[src/rtl/counter_datapath.sv]
`default_nettype none
// +----------------------------------------------------------------------------+
// | counter_datapath : saturating counter, limit alarm, BCD 7-segment display |
// | Revision 1.0                                                               |
// +----------------------------------------------------------------------------+
module counter_datapath #(
  parameter int WIDTH = 8,
  parameter int LIMIT = 10
) (
  input  logic             clk,
  input  logic             rst_n,
  input  logic             add,
  input  logic             clr,
  input  logic             lim_load,
  input  logic [WIDTH-1:0] lim_in,
  output logic [WIDTH-1:0] count,
  output logic             al,
  output logic             ovf,
  output logic             bcd_valid,
  output logic [6:0]       seg_h,
  output logic [6:0]       seg_t,
  output logic [6:0]       seg_u
);

  // Four BCD nibbles so that WIDTH=10 values above 999 cannot corrupt the hundreds digit.
  localparam int               c_SR_W      = WIDTH + 16;
  localparam logic [WIDTH-1:0] c_MAX       = {WIDTH{1'b1}};
  localparam logic [WIDTH-1:0] c_ONE       = {{(WIDTH-1){1'b0}}, 1'b1};
  localparam logic [WIDTH-1:0] c_LIMIT_RST = WIDTH'(LIMIT);
  localparam logic [3:0]       c_BIT_LAST  = 4'(WIDTH - 1);

  typedef enum logic [1:0] {
    S_IDLE  = 2'd0,
    S_SHIFT = 2'd1,
    S_DONE  = 2'd2
  } state_t;

  logic [WIDTH-1:0]  r_count;
  logic [WIDTH-1:0]  r_limit;
  logic              r_ovf;
  state_t            r_state;
  logic [c_SR_W-1:0] r_shift;
  logic [3:0]        r_bitcnt;
  logic [WIDTH-1:0]  r_last;
  logic [3:0]        r_dig_h;
  logic [3:0]        r_dig_t;
  logic [3:0]        r_dig_u;

  logic [c_SR_W-1:0] w_adjusted;
  logic [c_SR_W-1:0] w_shifted;
  logic [c_SR_W-1:0] w_capture;
  logic              w_changed;

  function automatic logic [6:0] f_seg7(input logic [3:0] d);
    logic [6:0] s;
    case (d)
      4'd0:    s = 7'h40;
      4'd1:    s = 7'h79;
      4'd2:    s = 7'h24;
      4'd3:    s = 7'h30;
      4'd4:    s = 7'h19;
      4'd5:    s = 7'h12;
      4'd6:    s = 7'h02;
      4'd7:    s = 7'h78;
      4'd8:    s = 7'h00;
      4'd9:    s = 7'h10;
      default: s = 7'h7F;
    endcase
    return s;
  endfunction

  // Counter, overflow and limit registers
  always_ff @(posedge clk or negedge rst_n) begin
    if (!rst_n) begin
      r_count <= '0;
      r_ovf   <= 1'b0;
      r_limit <= c_LIMIT_RST;
    end else begin
      if (clr) begin
        r_count <= '0;
        r_ovf   <= 1'b0;
      end else if (add) begin
        if (r_count != c_MAX) begin
          r_count <= r_count + c_ONE;
        end else begin
          r_ovf <= 1'b1;
        end
      end
      if (lim_load) begin
        r_limit <= lim_in;
      end
    end
  end

  always_comb begin
    w_adjusted = r_shift;
    for (int i = 0; i < 4; i++) begin
      if (r_shift[WIDTH+4*i +: 4] >= 4'd5) begin
        w_adjusted[WIDTH+4*i +: 4] = r_shift[WIDTH+4*i +: 4] + 4'd3;
      end
    end
  end

  assign w_shifted = w_adjusted << 1;
  assign w_capture = {16'h0000, r_count};
  assign w_changed = (r_count != r_last);

  // Shift-and-add-3 converter; DONE chains straight into a new conversion if count moved.
  always_ff @(posedge clk or negedge rst_n) begin
    if (!rst_n) begin
      r_state  <= S_IDLE;
      r_shift  <= '0;
      r_bitcnt <= 4'd0;
      r_last   <= '0;
      r_dig_h  <= 4'd0;
      r_dig_t  <= 4'd0;
      r_dig_u  <= 4'd0;
    end else begin
      case (r_state)
        S_IDLE: begin
          if (w_changed) begin
            r_shift  <= w_capture;
            r_last   <= r_count;
            r_bitcnt <= 4'd0;
            r_state  <= S_SHIFT;
          end
        end
        S_SHIFT: begin
          r_shift  <= w_shifted;
          r_bitcnt <= r_bitcnt + 4'd1;
          if (r_bitcnt == c_BIT_LAST) begin
            r_state <= S_DONE;
          end
        end
        S_DONE: begin
          r_dig_u <= r_shift[WIDTH +: 4];
          r_dig_t <= r_shift[WIDTH+4 +: 4];
          r_dig_h <= r_shift[WIDTH+8 +: 4];
          if (w_changed) begin
            r_shift  <= w_capture;
            r_last   <= r_count;
            r_bitcnt <= 4'd0;
            r_state  <= S_SHIFT;
          end else begin
            r_state <= S_IDLE;
          end
        end
        default: begin
          r_state <= S_IDLE;
        end
      endcase
    end
  end

  assign count     = r_count;
  assign ovf       = r_ovf;
  assign al        = (r_count >= r_limit);
  assign bcd_valid = (r_state == S_IDLE) && !w_changed;
  assign seg_h     = f_seg7(r_dig_h);
  assign seg_t     = f_seg7(r_dig_t);
  assign seg_u     = f_seg7(r_dig_u);

endmodule
`default_nettype wire

[config.mk]
export PLATFORM = sky130hd
export DESIGN_NAME = counter_datapath
export DESIGN_NICKNAME = d
export VERILOG_FILES = /design/src/rtl/counter_datapath.sv
export SDC_FILE = /design/constraint.sdc
export NUM_CORES = 1
export LEC_CHECK = 0
export BUFFER_PORTS_ARGS = -buffer_cell sky130_fd_sc_hd__buf_4
export CAP_MARGIN = 0
export CORE_MARGIN = 2
export CORE_UTILIZATION = 30
export DETAILED_ROUTE_END_ITERATION = 10
export GPL_TIMING_DRIVEN = 0
export PLACE_DENSITY_LB_ADDON = 0.25
export SLEW_MARGIN = 0
export SYNTH_ARGS = -nofsm -noshare
export SYNTH_HDL_FRONTEND = slang
export SYNTH_SLANG_ARGS = --single-unit
[constraint.sdc]
create_clock -name clk -period 2.2 [get_ports clk]
set_input_delay 0.22 -clock clk [delete_from_list [all_inputs] [get_ports clk]]
set_output_delay 0.22 -clock clk [all_outputs]
set_load 0.02 [all_outputs]
### Word-level counts from Yosys, hierarchy flattened

Memory sizes are Yosys's and may differ from the RTL's.
Cells that the tools add are included.

| cells by class | value |
|---|---|
| $add $sub $neg | 6 |
| $lt $le $gt $ge | 5 |
| equal/unequal tests | 9 |
| muxes and demuxes | 18 |
| reduce and logical (&&, ||, !) cells | 12 |

Operators with widths:

| cell | number |
|---|---|
| $pmux 24 s2 | 1 |
| $mux 24 | 1 |
| $mux 8 | 3 |
| $ge 4x3->1 const B | 4 |
| $mux 4 | 4 |
| $add 4x2->4 const B | 3 |
| $reduce_and 2->1 | 5 |
| $add 8x1->8 const B | 1 |
| $ge 8x8->1 | 1 |
| $ne 8x8->1 | 1 |
| $ne 8x8->1 const B | 1 |
| $pmux 4 s2 | 1 |
| $ne 2x2->1 const B | 3 |
| $pmux 2 s3 | 1 |
| $reduce_bool 2->1 | 3 |
| $add 4x1->4 const B | 1 |
| $eq 4x3->1 const B | 1 |
| $mux 1 | 4 |
| $mux 2 | 2 |
| $add 3x2->3 const B | 1 |
| $mux 3 | 1 |
| $eq 2x1->1 const B | 1 |
| $eq 2x2->1 const B | 1 |
| $logic_not 2->1 | 1 |
| 4 further kinds | 4 |

| storage, ports and cells | value |
|---|---|
| flip-flop bits (word level) | 67 |
| memory bits (read-only) | 336 |
| input port bits | 13 |
| output and inout bits | 32 |
| memories | 3 |

Memories:

| name | words | bits a word | rd ports | clocked after memory_dff | wr ports | line | source |
|---|---|---|---|---|---|---|---|
| (no name shown) | 16 | 7 | 1 | 0 | 0 | 56 | `case (d)` |
| (no name shown) | 16 | 7 | 1 | 0 | 0 | 56 |  |
| (no name shown) | 16 | 7 | 1 | 0 | 0 | 56 |  |

### Longest topological paths before layout

Gate-level depths: netlist of run 1.

| depth | value |
|---|---|
| depth after elaboration | 4 |
| gate-level depth with buffers | 7 |
| gate-level depth less buffers | 7 |

### Worst setup path after synthesis of run 1

OpenSTA, ideal clock, no wires.

| timing | value |
|---|---|
| kind | reg2out |
| from | register r_count[4] (netlist: count[4]) |
| to | output bcd_valid |
| arrival time | 1833 ps |
| required time | 1980 ps |
| path slack | 147 ps |
| stages on the path, launching flop included | 8 |
| cell sequence | dfrtp_1 > buf_6 > xor2_1 > nor4_2 > nand2_1 > or2_1 > buf_6 > nor2_1 |

| on the way | value |
|---|---|
| word-level cells in the longest chain between the ends | 3 |

Ends and longest elaborated chain:

| what | line | source |
|---|---|---|
| start, declared | 38 | `logic [WIDTH-1:0] r_count;` |
| start signal, assigned | 84 | `r_count <= r_count + c_ONE;` |
| $ne 8x8->1 | 106 | `assign w_changed = (r_count != r_last);` |
| $logic_not 1->1 | 158 | `assign bcd_valid = (r_state == S_IDLE) && !w_changed;` |
| $logic_and 1x1->1 | 158 |  |
| end, declared | 19 | `output logic bcd_valid,` |

No other way between the ends.

### Worst setup path in the final report of run 1

Same ends and word-level chain as after synthesis.

==> flow_metrics.env, run 1 <==
export IMPL_numPortBuffers=43
export IMPL_synth_cell_types=38
export IMPL_dieArea_sq_mm=0.0133
export IMPL_synth_edf_count=0
export IMPL_cp_max_fo=7
export IMPL_synth_seq_area_share=0.423
export IMPL_cts_root_buffer="clkbuf_16"
export IMPL_h_tree_depth=3
export IMPL_fillers=1200
export IMPL_seqCellArea_sq_mm=0.00159
export IMPL_finalSetupViolations=1
export IMPL_synth_area_leaders="dfrtp_1 41%, ha_1 10%, nand2_1 5.9%"
export IMPL_worstSkewPairLatency_ns=0.32
export IMPL_dp_hpwl_um=5500
export IMPL_yosys_area_top_type="dfrtp_1"
export IMPL_cp_required_ns=1.98
export IMPL_final_hold_viol_count=2
export IMPL_relSlewSlack=0.449
export IMPL_setup_tns_ns=-0.0302
export IMPL_yosysWarnings=0
export IMPL_internal_power_mw=3.83
export IMPL_worstSetupStartpointType="flop"
export IMPL_clkPwrFrac=0.223
export IMPL_violations="negative hold slack, negative setup slack"
export IMPL_leakage_nw=2.25
export IMPL_synth_top_cell_area_share=0.409
export IMPL_final_util=0.391
export IMPL_synthCells=400
export IMPL_p_comb_frac=0.492
export IMPL_yosys_register_bits=63
export IMPL_ant_nets=0
export IMPL_numCtsBuffers=9
export IMPL_pin_count=45
export IMPL_setup_slack_ns=-0.0302
export IMPL_grt_pass1_vias=2975
export IMPL_tritoncts="built"
export IMPL_cts_sinks=63
export IMPL_grt_pass1_wl_um=13900
export IMPL_path_cells="buf_6, xor2_2, nor4_2, nand2_1, or2_1, buf_6, nor2_4, buf_6"
export IMPL_initial_core_util=0.309
export IMPL_multi_input_area_sq_mm=0.00194
export IMPL_cp_arrival_ns=2.01
export IMPL_antenna_found_initial=0
export IMPL_placed_area_sq_mm=0.00426
export IMPL_area_growth_pct=26.4
export IMPL_synthTopCellsByCount="61 x dfrtp_1, 59 x nand2_1, 42 x o21ai_0"
export IMPL_grt_overflow=0
export IMPL_worst_hold_slack_ns=-0.000777
export IMPL_r2r_end="r_last[7]$_DFFE_PN0P_"
export IMPL_status="complete, but fails checks"
export IMPL_cts_buffer_depth=2
export IMPL_post_route_cell_area_sq_mm=0.00471
export IMPL_skew_ns=0.00660
export IMPL_vias=3016
export IMPL_layout_nets=513
export IMPL_fin_crit_sh=1.01
export IMPL_via_per_inst=4.70
export IMPL_n_antenna_cell=0
export IMPL_globalplace_congestion=0.812
export IMPL_path_common_cell="buf_6"
export IMPL_worst_setup_path_type="flop to output pin"
export IMPL_worst_pin_slew_ns=0.827
export IMPL_avgSynthCellArea_sq_um=9.32
export IMPL_powerDensity_mw_per_mm2=1350
export IMPL_drc=0
export IMPL_syn_nets=444
export IMPL_reg2reg_depth=8
export IMPL_worstHoldPathType="primary input to asynchronous set/reset pin"
export IMPL_cp_slowest_cell="dfrtp_1"
export IMPL_peakVddDrop_uv=484
export IMPL_synth_ff_type="dfrtp_1"
export IMPL_fp_dieW_um=115
export IMPL_async_flop_share=1.00
export IMPL_yosysMostFrequentCell="dfrtp_1"
export IMPL_totalPowerFinal_mw=6.38
export IMPL_drv_cap=0
export IMPL_netlist_area_sq_mm=0.00373
export IMPL_period_needed_ns=2.23
export IMPL_wl_per_cell_um=12.9
export IMPL_r2r_setup_slack_ns=0.13
export IMPL_critPathMaxStageDelay_ns=0.39
export IMPL_p_sw_frac=0.399
export IMPL_p_sw_mw=2.54
export IMPL_die_h_um=115
export IMPL_grt_max_degree=64
export IMPL_pwr_share_seq=0.285
export IMPL_timing_rr_start="count[4]$_DFFE_PN0P_"
export IMPL_grtUsageTotal=0.130
export IMPL_core_area_sq_mm=0.0121
export IMPL_max_freq_ghz=0.448
export IMPL_rsz0062_at_grt="yes"
export IMPL_drive_above_1_share=0.243
export IMPL_endpoint_kind="output pin"
export IMPL_drtPass1Iterations=4
export IMPL_routed_wl_um=8310
export IMPL_clkTransAtPathRegs_ns=0.05
export IMPL_num_rows=40
export IMPL_drtIter0Drc=123
export IMPL_slew_viol_final=0
## kinds of logic (layout without fill, tap and decap cells)
| group | Yosys count | after routing | share of synthesized area |
|---|---|---|---|
| multiplexers | 23 | 23 | 0.0668 |
| AND/OR/NAND/NOR | 120 | 120 | 0.146 |
| XOR/XNOR | 21 | 21 | 0.0493 |
| flip-flops | 63 | 63 | 0.423 |
| adder cells (fa/ha/maj) | 31 | 31 | 0.104 |
| buffers and inverters | 50 | 124 | 0.0601 |
| AO/OA/AOI/OAI | 92 | 92 | 0.151 |
## per-layer routing
metal  routed length (um)  GRT usage  vias to the layer above
met5                    0          0                        -
li1                     -          -                     1506
met1                 3800      0.164                     1453
met3                  266     0.0335                        8
met4                   77     0.0273                        0
met2                 4160      0.224                       49
## metrics by stage
step	setup slack, ns	std cells
after floorplan	0.147	400
after global placement	0.132	611
after detailed placement	0.127	611
after CTS	0.00242	634
after global routing	-0.149	642
final	-0.0302	642
## area by class of cell
type	count	share of cell area
Buffer	19	0.0220
Clock buffer	13	0.0552
Clock inverter	3	0.00902
Inverter	28	0.0223
Multi-Input combinational cell	287	0.412
Sequential cell	63	0.337
Tap cell	168	0.0446
Timing Repair Buffer	61	0.0979
## registers in the layout (all words and copies together) (netlist names)
| signal | cells |
|---|---|
| ovf | 1 |
| r_last | 8 |
| r_state | 2 |
| r_dig_u | 4 |
| count | 8 |
| r_bitcnt | 4 |
| r_dig_h | 4 |
| r_shift | 20 |
| r_dig_t | 4 |
| r_limit | 8 |
## worst max-delay path, delay by kind of cell (launching register included)
| family | cells | cell delay, ns |
|---|---|---|
| xor gates and xnor gates | 1 | 0.14 |
| and+or+nand+nor | 4 | 0.74 |
| buffers and inverters | 3 | 0.41 |
| DFF | 1 | 0.39 |
## power groups by stage
| stage | Clock [mW] | Combinational, mW | Sequential (mW) |
|---|---|---|---|
| 6_report | 1.42 | 3.14 | 1.82 |
| 3_3_place_gp | 0 | 2.96 | 1.82 |
| 4_1_cts | 1.45 | 3.10 | 1.82 |
| 3_5_place_dp | 0 | 3.04 | 1.83 |
| 2_1_floorplan | 0 | 2.15 | 1.75 |
| 5_1_grt | 1.50 | 3.52 | 1.87 |
## how the worst max path moves through the flow
stage | depth (start not counted) | end | slack [ns] | start
3_5_place_dp | 8 | bcd_valid | 0.13 | count[4]$_DFFE_PN0P_
4_1_cts | 7 | bcd_valid | 0.002 | count[5]$_DFFE_PN0P_
2_1_floorplan | 7 | bcd_valid | 0.15 | count[4]$_DFFE_PN0P_
3_3_place_gp | 8 | bcd_valid | 0.13 | count[4]$_DFFE_PN0P_
6_report | 8 | bcd_valid | -0.03 | count[4]$_DFFE_PN0P_
5_1_grt | 8 | bcd_valid | -0.15 | count[4]$_DFFE_PN0P_
## cells in the final DEF, fill, tap and decap left out, types with 12 or more instances in the layout
cell type,Yosys,layout
xor2_1,13,12
buf_4,0,60
nor2_1,27,26
dfrtp_1,61,55
a21oi_1,21,20
ha_1,31,31
nand2_1,59,59
mux2_2,15,15
clkbuf_1,11,13
inv_1,28,27
o21ai_0,42,41
## repair_timing
item                       4_1_cts  5_1_grt
setup buffers                   10        8
setup endpoints to repair        2        2
pin swaps                        2        8
gates resized for setup         10        3
hold buffers                     0        0
gates cloned                     0        0
(Power assumes the default switching activity.)
==> run 2: changes to the inputs <==
--- a/config.mk
+++ b/config.mk
@@ -5,6 +5,7 @@
 export SDC_FILE = /design/constraint.sdc
 export NUM_CORES = 1
 export LEC_CHECK = 0
+export ABC_AREA = 1
 export BUFFER_PORTS_ARGS = -buffer_cell sky130_fd_sc_hd__buf_4
 export CAP_MARGIN = 0
 export CORE_MARGIN = 2
==> run 2 against run 1 <==
The flow finishes with violations (negative hold slack). Maximum frequency up 8.3%. Critical path type unchanged. Sequential cell count unchanged. Cell count rose by 9.3%. Synthesized cell count up 19%. Largest cell class unchanged. Sequential power down 3%. Area after synthesis rose by 0.23%. Via count increased by 4.5%. Setup slack better by 0.17 ns. Global-route usage decreased by 0.55 points. Clock power increased by 8%. Count of clock-buffer cells in the layout did not move.
==> flow_metrics.env, run 2 <==
export IMPL_ant_nets=0
export IMPL_worstHoldPathType="primary input to asynchronous set/reset pin"
export IMPL_largest_reg_flops=20
export IMPL_multi_input_area_sq_mm=0.00183
export IMPL_final_hold_viol_count=24
export IMPL_yosys_area_top_type="dfrtp_1"
export IMPL_timing_rr_start="count[1]$_DFFE_PN0P_"
export IMPL_pin_count=45
export IMPL_reg2reg_depth=9
export IMPL_grtUsageTotal=0.124
export IMPL_n_antenna_cell=0
export IMPL_setup_tns_ns=0
export IMPL_synth_cell_types=29
export IMPL_finalSetupViolations=0
export IMPL_cts_buffer_depth=2
export IMPL_critPathLaunch="count[7]$_DFFE_PN0P_"
export IMPL_synthCells=474
export IMPL_syn_nets=518
export IMPL_worst_hold_slack_ns=-0.0404
export IMPL_wl_per_cell_um=11.1
export IMPL_die_h_um=116
export IMPL_synth_ff_type="dfrtp_1"
export IMPL_cp_slowest_cell="dfrtp_2"
export IMPL_endpoint_kind="output pin"
export IMPL_status="complete, but fails checks"
export IMPL_async_flop_share=1.00
export IMPL_synth_seq_area_share=0.422
export IMPL_grt_pass1_vias=2918
export IMPL_cts_root_buffer="clkbuf_16"
export IMPL_skew_ns=0.00599
export IMPL_yosysMostFrequentCell="nand2_1"
export IMPL_grt_max_degree=64
export IMPL_regMostFlops="r_shift"
export IMPL_num_rows=40
export IMPL_violations="negative hold slack"
export IMPL_powerDensity_mw_per_mm2=1280
export IMPL_netlist_area_sq_mm=0.00374
export IMPL_worstSetupStartpointType="flop"
export IMPL_antenna_found_initial=0
export IMPL_layout_nets=573
export IMPL_peakVddDrop_uv=474
export IMPL_synth_area_leaders="dfrtp_1 41%, nand2_1 12%, ha_1 10%"
export IMPL_area_growth_pct=23.3
export IMPL_worst_setup_path_type="flop to output pin"
export IMPL_cp_required_ns=1.98
export IMPL_synthTopCellsByCount="116 x nand2_1, 68 x o21ai_0, 61 x dfrtp_1"
export IMPL_yosysWarnings=0
export IMPL_routed_wl_um=7800
export IMPL_tritoncts="built"
export IMPL_relSlewSlack=0.464
export IMPL_synth_edf_count=0
export IMPL_r2r_end="count[3]$_DFFE_PN0P_"
export IMPL_numPortBuffers=44
export IMPL_max_freq_ghz=0.486
export IMPL_totalPowerFinal_mw=5.91
export IMPL_worst_pin_slew_ns=0.804
export IMPL_via_per_inst=4.49
export IMPL_fillers=1270
export IMPL_avgSynthCellArea_sq_um=7.88
export IMPL_seqCellArea_sq_mm=0.00158
export IMPL_h_tree_depth=3
export IMPL_fin_crit_sh=0.936
export IMPL_cts_sinks=63
export IMPL_path_cells="ha_1, inv_1, nor3_1, nand4_1, o2111ai_1, buf_4"
export IMPL_period_needed_ns=2.06
export IMPL_drtPass1Iterations=4
export IMPL_numCtsBuffers=9
export IMPL_leakage_nw=2.34
export IMPL_drtIter0Drc=202
export IMPL_fp_dieW_um=116
export IMPL_final_cell_mix="116 x nand2_1, 68 x o21ai_0, 60 x dfrtp_1"
export IMPL_slew_viol_final=0
export IMPL_drv_cap=0
export IMPL_synth_top_cell_area_share=0.408
export IMPL_grt_pass1_wl_um=13400
export IMPL_clkTransAtPathRegs_ns=0.05
export IMPL_globalplace_congestion=0.771
export IMPL_post_place_cells=686
export IMPL_final_util=0.382
export IMPL_cp_max_fo=8
export IMPL_critPathMaxStageDelay_ns=0.48
export IMPL_r2r_setup_slack_ns=0.47
export IMPL_worstSkewPairLatency_ns=0.33
export IMPL_core_area_sq_mm=0.0121
export IMPL_dieArea_sq_mm=0.0134
export IMPL_grt_overflow=0
export IMPL_setup_worst_path_end="al"
export IMPL_rsz0062_at_grt="no"
export IMPL_dp_hpwl_um=5720
export IMPL_drive_above_1_share=0.161
export IMPL_initial_core_util=0.310
export IMPL_layout_commonest_cell="nand2_1"
export IMPL_fin_cells=702
export IMPL_cp_arrival_ns=1.84
export IMPL_yosys_register_bits=63
export IMPL_vias=3152
export IMPL_drc=0
[run 2: cell count changes after synthesis, sizes merged, moves of 5 or more]
cell and change:
clkbuf -5, mux2 -14, nand2 +62, nor2 -6
o21ai +37, mux2i -8, xor2 -7, nand3 +36
nand2b -9, inv +34, o22ai -7, o221a -7
[run 2: layout make-up]
| class | count | area share |
|---|---|---|
| Multi-Input combinational cell | 333 | 0.397 |
| Sequential cell | 63 | 0.343 |
| Timing Repair Buffer | 44 | 0.0717 |
| Clock buffer | 13 | 0.0565 |
| Inverter | 62 | 0.0505 |
| Tap cell | 168 | 0.0456 |
| Buffer | 16 | 0.0220 |
| Clock inverter | 3 | 0.0141 |
[run 2: worst min path at each step]
stage	end	from	slack (ns)	cells after the start
3_5_place_dp	r_limit[2]$_DFFE_PN0P_	rst_n	0.37	1
4_1_cts	r_limit[2]$_DFFE_PN0P_	rst_n	0.02	1
5_1_grt	r_limit[2]$_DFFE_PN0P_	rst_n	0.06	1
2_1_floorplan	count[0]$_DFFE_PN0P_	rst_n	-0.08	0
6_report	r_limit[2]$_DFFE_PN0P_	rst_n	-0.04	1
3_3_place_gp	r_limit[2]$_DFFE_PN0P_	rst_n	0.37	1
[run 2: metrics by stage]
step / area [sq um] / setup slack, ns
floorplan: 3740 / 0.474
global placement: 4280 / 0.425
detailed placement: 4280 / 0.411
CTS: 4600 / 0.0581
global route: 4610 / 0.0132
finish: 4610 / 0.140
[run 2: cells by family (layout without fill, tap and decap cells)]
| group | Yosys count | after routing | share of synthesized area |
|---|---|---|---|
| xor+xnor | 10 | 10 | 0.0234 |
| mux | 1 | 1 | 0.00301 |
| compound gates | 101 | 101 | 0.138 |
| simple gates | 190 | 190 | 0.220 |
| flops | 63 | 63 | 0.422 |
| buf+inv | 78 | 138 | 0.0894 |
| fa+ha+maj | 31 | 31 | 0.104 |
[run 2: layer usage]
layer,part of all wire,track usage,wire length [um],up-vias
met5,0,0,0,-
met4,0.0097,0.0357,76,0
met3,0.045,0.0329,352,6
met2,0.45,0.199,3520,71
met1,0.49,0.166,3860,1433
li1,-,-,-,1642
[run 2: critical path, delay by kind of cell, from the launching register on]
kind	cells	cell delay, ns
AO/OA/AOI/OAI	1	0.12
adder cells (fa/ha/maj)	1	0.35
buffers and inverters	2	0.22
flip-flops	1	0.48
AND/OR/NAND/NOR	2	0.36
[run 2: what timing repair did]
action,in CTS,in global routing
hold buffers,0,0
setup endpoints to repair,0,2
setup buffers,0,0
gates resized for setup,0,2
[run 2: report_power, final]
part	switching [mW]	leakage, nW	internal, mW
clock network	0.482	0.160	1.05
logic	1.59	1.36	1.02
registers	0.285	0.821	1.48
==> run 3: changes to the inputs <==
--- a/config.mk
+++ b/config.mk
@@ -9,7 +9,7 @@
 export BUFFER_PORTS_ARGS = -buffer_cell sky130_fd_sc_hd__buf_4
 export CAP_MARGIN = 0
 export CORE_MARGIN = 2
-export CORE_UTILIZATION = 30
+export CORE_UTILIZATION = 50
 export DETAILED_ROUTE_END_ITERATION = 10
 export GPL_TIMING_DRIVEN = 0
 export PLACE_DENSITY_LB_ADDON = 0.25
==> run 3 against run 2 <==
Critical endpoint unchanged. Maximum frequency rose by 0.20%. Largest power group unchanged. Clock power fell by 35%. Die area fell by 39%. Highest routed layer unchanged. Combinational power barely moved. The run now ends clean.
==> flow_metrics.env, run 3 (same netlist as run 2, synthesis figures left out) <==
export IMPL_place_ws_ns=0.381
export IMPL_slew_viol_final=0
export IMPL_worstSetupStartpointType="flop"
export IMPL_period_needed_ns=2.06
export IMPL_fin_cells=634
export IMPL_cts_sinks=63
export IMPL_critPathMaxStageDelay_ns=0.48
export IMPL_area_growth_pct=18.0
export IMPL_worstSkewPairLatency_ns=0.34
export IMPL_critPathBufInv=2
export IMPL_relSlewSlack=0.468
export IMPL_cts_buffer_depth=2
export IMPL_worst_pin_slew_ns=0.798
export IMPL_worstHoldPathType="primary input to flop"
export IMPL_grt_pass1_vias=2960
export IMPL_cp_max_fo=8
export IMPL_rsz0062_at_grt="no"
export IMPL_globalplace_congestion=0.864
export IMPL_drtPass1Iterations=4
export IMPL_pin_count=45
export IMPL_die_h_um=90.5
export IMPL_fillers=673
export IMPL_drtIter0Drc=141
export IMPL_initial_core_util=0.515
export IMPL_layout_commonest_cell="nand2_1"
export IMPL_final_cell_mix="116 x nand2_1, 68 x o21ai_0, 60 x dfrtp_1"
export IMPL_powerDensity_mw_per_mm2=1220
export IMPL_fp_dieW_um=90.5
export IMPL_largest_reg_flops=20
export IMPL_grt_overflow=0
export IMPL_post_cts_setup_buffer_count=0
export IMPL_post_place_cells=617
export IMPL_regMostFlops="r_shift"
export IMPL_ant_nets=0
export IMPL_routed_wl_um=7470
export IMPL_final_hold_viol_count=0
export IMPL_grt_max_degree=64
export IMPL_n_antenna_cell=0
export IMPL_vias=3147
export IMPL_dieArea_sq_mm=0.00818
export IMPL_path_cells="ha_1, inv_1, nor3_2, nand4_1, o2111ai_1, buf_4"
export IMPL_setup_slack_ns=0.145
export IMPL_cp_slowest_cell="dfrtp_2"
export IMPL_drv_cap=0
export IMPL_skew_ns=0.0109
export IMPL_cp_required_ns=1.98
export IMPL_max_freq_ghz=0.487
export IMPL_seqCellArea_sq_mm=0.00158
export IMPL_num_rows=31
export IMPL_grt_pass1_wl_um=13200
export IMPL_via_per_inst=4.96
export IMPL_dp_hpwl_um=5530
export IMPL_status="completed"
export IMPL_peakVddDrop_uv=576
export IMPL_finalSetupViolations=0
export IMPL_h_tree_depth=3
export IMPL_numCtsBuffers=9
export IMPL_core_area_sq_mm=0.00725
export IMPL_numPortBuffers=44
export IMPL_drive_above_1_share=0.166
export IMPL_fin_crit_sh=0.934
export IMPL_cp_arrival_ns=1.84
export IMPL_clkTransAtPathRegs_ns=0.07
export IMPL_cp_top_family="flip-flops"
export IMPL_grtUsageTotal=0.196
export IMPL_drc=0
export IMPL_layout_nets=574
export IMPL_endpoint_kind="output pin"
export IMPL_worst_setup_path_type="flop to output pin"
export IMPL_wl_per_cell_um=11.8
export IMPL_cts_root_buffer="clkbuf_8"
export IMPL_leakage_nw=2.28
export IMPL_multi_input_area_sq_mm=0.00183
export IMPL_antenna_found_initial=0
export IMPL_tritoncts="built"
export IMPL_setup_tns_ns=0
[run 3: worst register-to-register path, cell delays in order (launching register included)]
cell and delay, ns:
dfrtp_1 0.48, ha_1 0.26, nand3_2 0.11, nor2_2 0.19
nand3_2 0.12, nand2_2 0.14, nand2_4 0.10, inv_2 0.10
nand2_1 0.06, o31ai_1 0.08
[run 3: cell type report]
| type | count | area share |
|---|---|---|
| multi-input combinational | 333 | 0.416 |
| buffer | 16 | 0.0230 |
| clock inverter | 6 | 0.0136 |
| inverter | 62 | 0.0528 |
| tap | 99 | 0.0281 |
| sequential | 63 | 0.358 |
| timing repair buffer | 45 | 0.0772 |
| clock buffer | 10 | 0.0312 |
[run 3: layer usage]
| layer | wire length, um | vias to the layer above | GRT usage |
|---|---|---|---|
| met3 | 269 | 11 | 0.0434 |
| li1 | - | 1654 | - |
| met5 | 0 | - | 0 |
| met2 | 3280 | 51 | 0.310 |
| met1 | 3800 | 1431 | 0.268 |
| met4 | 119 | 0 | 0.0692 |
[run 3: path summary, 6_finish.rpt]
check	from	endpoint	slack [ns]	cells after the start
max	count[7]$_DFFE_PN0P_	al	0.14	6
min reg2reg	r_shift[7]$_DFFE_PN0P_	r_shift[8]$_DFFE_PN0P_	0.48	2
max reg2reg	count[1]$_DFFE_PN0P_	count[3]$_DFFE_PN0P_	0.49	9
min	clr	ovf$_DFFE_PN0P_	0.04	2
min in group asynchronous	rst_n	r_last[5]$_DFFE_PN0P_	0.49	2
max in group asynchronous	rst_n	r_dig_t[1]$_DFFE_PN0P_	1.16	2
[run 3: power breakdown]
| group | internal, mW | switching [mW] | total [mW] | leakage [nW] |
|---|---|---|---|---|
| Sequential | 1.48 | 0.282 | 1.76 | 0.821 |
| Clock | 0.547 | 0.444 | 0.991 | 0.0981 |
| Combinational | 1.03 | 1.60 | 2.63 | 1.36 |
[run 3: stage by stage]
| step | utilization | power [mW] | hold slack (ns) | area [sq um] |
|---|---|---|---|---|
| CTS | 0.607 | 5.42 | 0.0286 | 4400 |
| detailed placement | 0.578 | 4.41 | 0.362 | 4190 |
| global route | 0.608 | 5.87 | 0.0356 | 4410 |
| floorplan | - | 3.56 | -0.0756 | 3740 |
| global placement | 0.578 | 4.32 | 0.359 | 4190 |
| finish | 0.608 | 5.38 | 0.0432 | 4410 |
[run 3: what timing repair did]
item / CTS / global route
resized for setup: 1 / 2
hold endpoints to repair: 32 / 0
hold buffers: 1 / 0
setup endpoints to repair: 1 / 2
cloned: 0 / 0
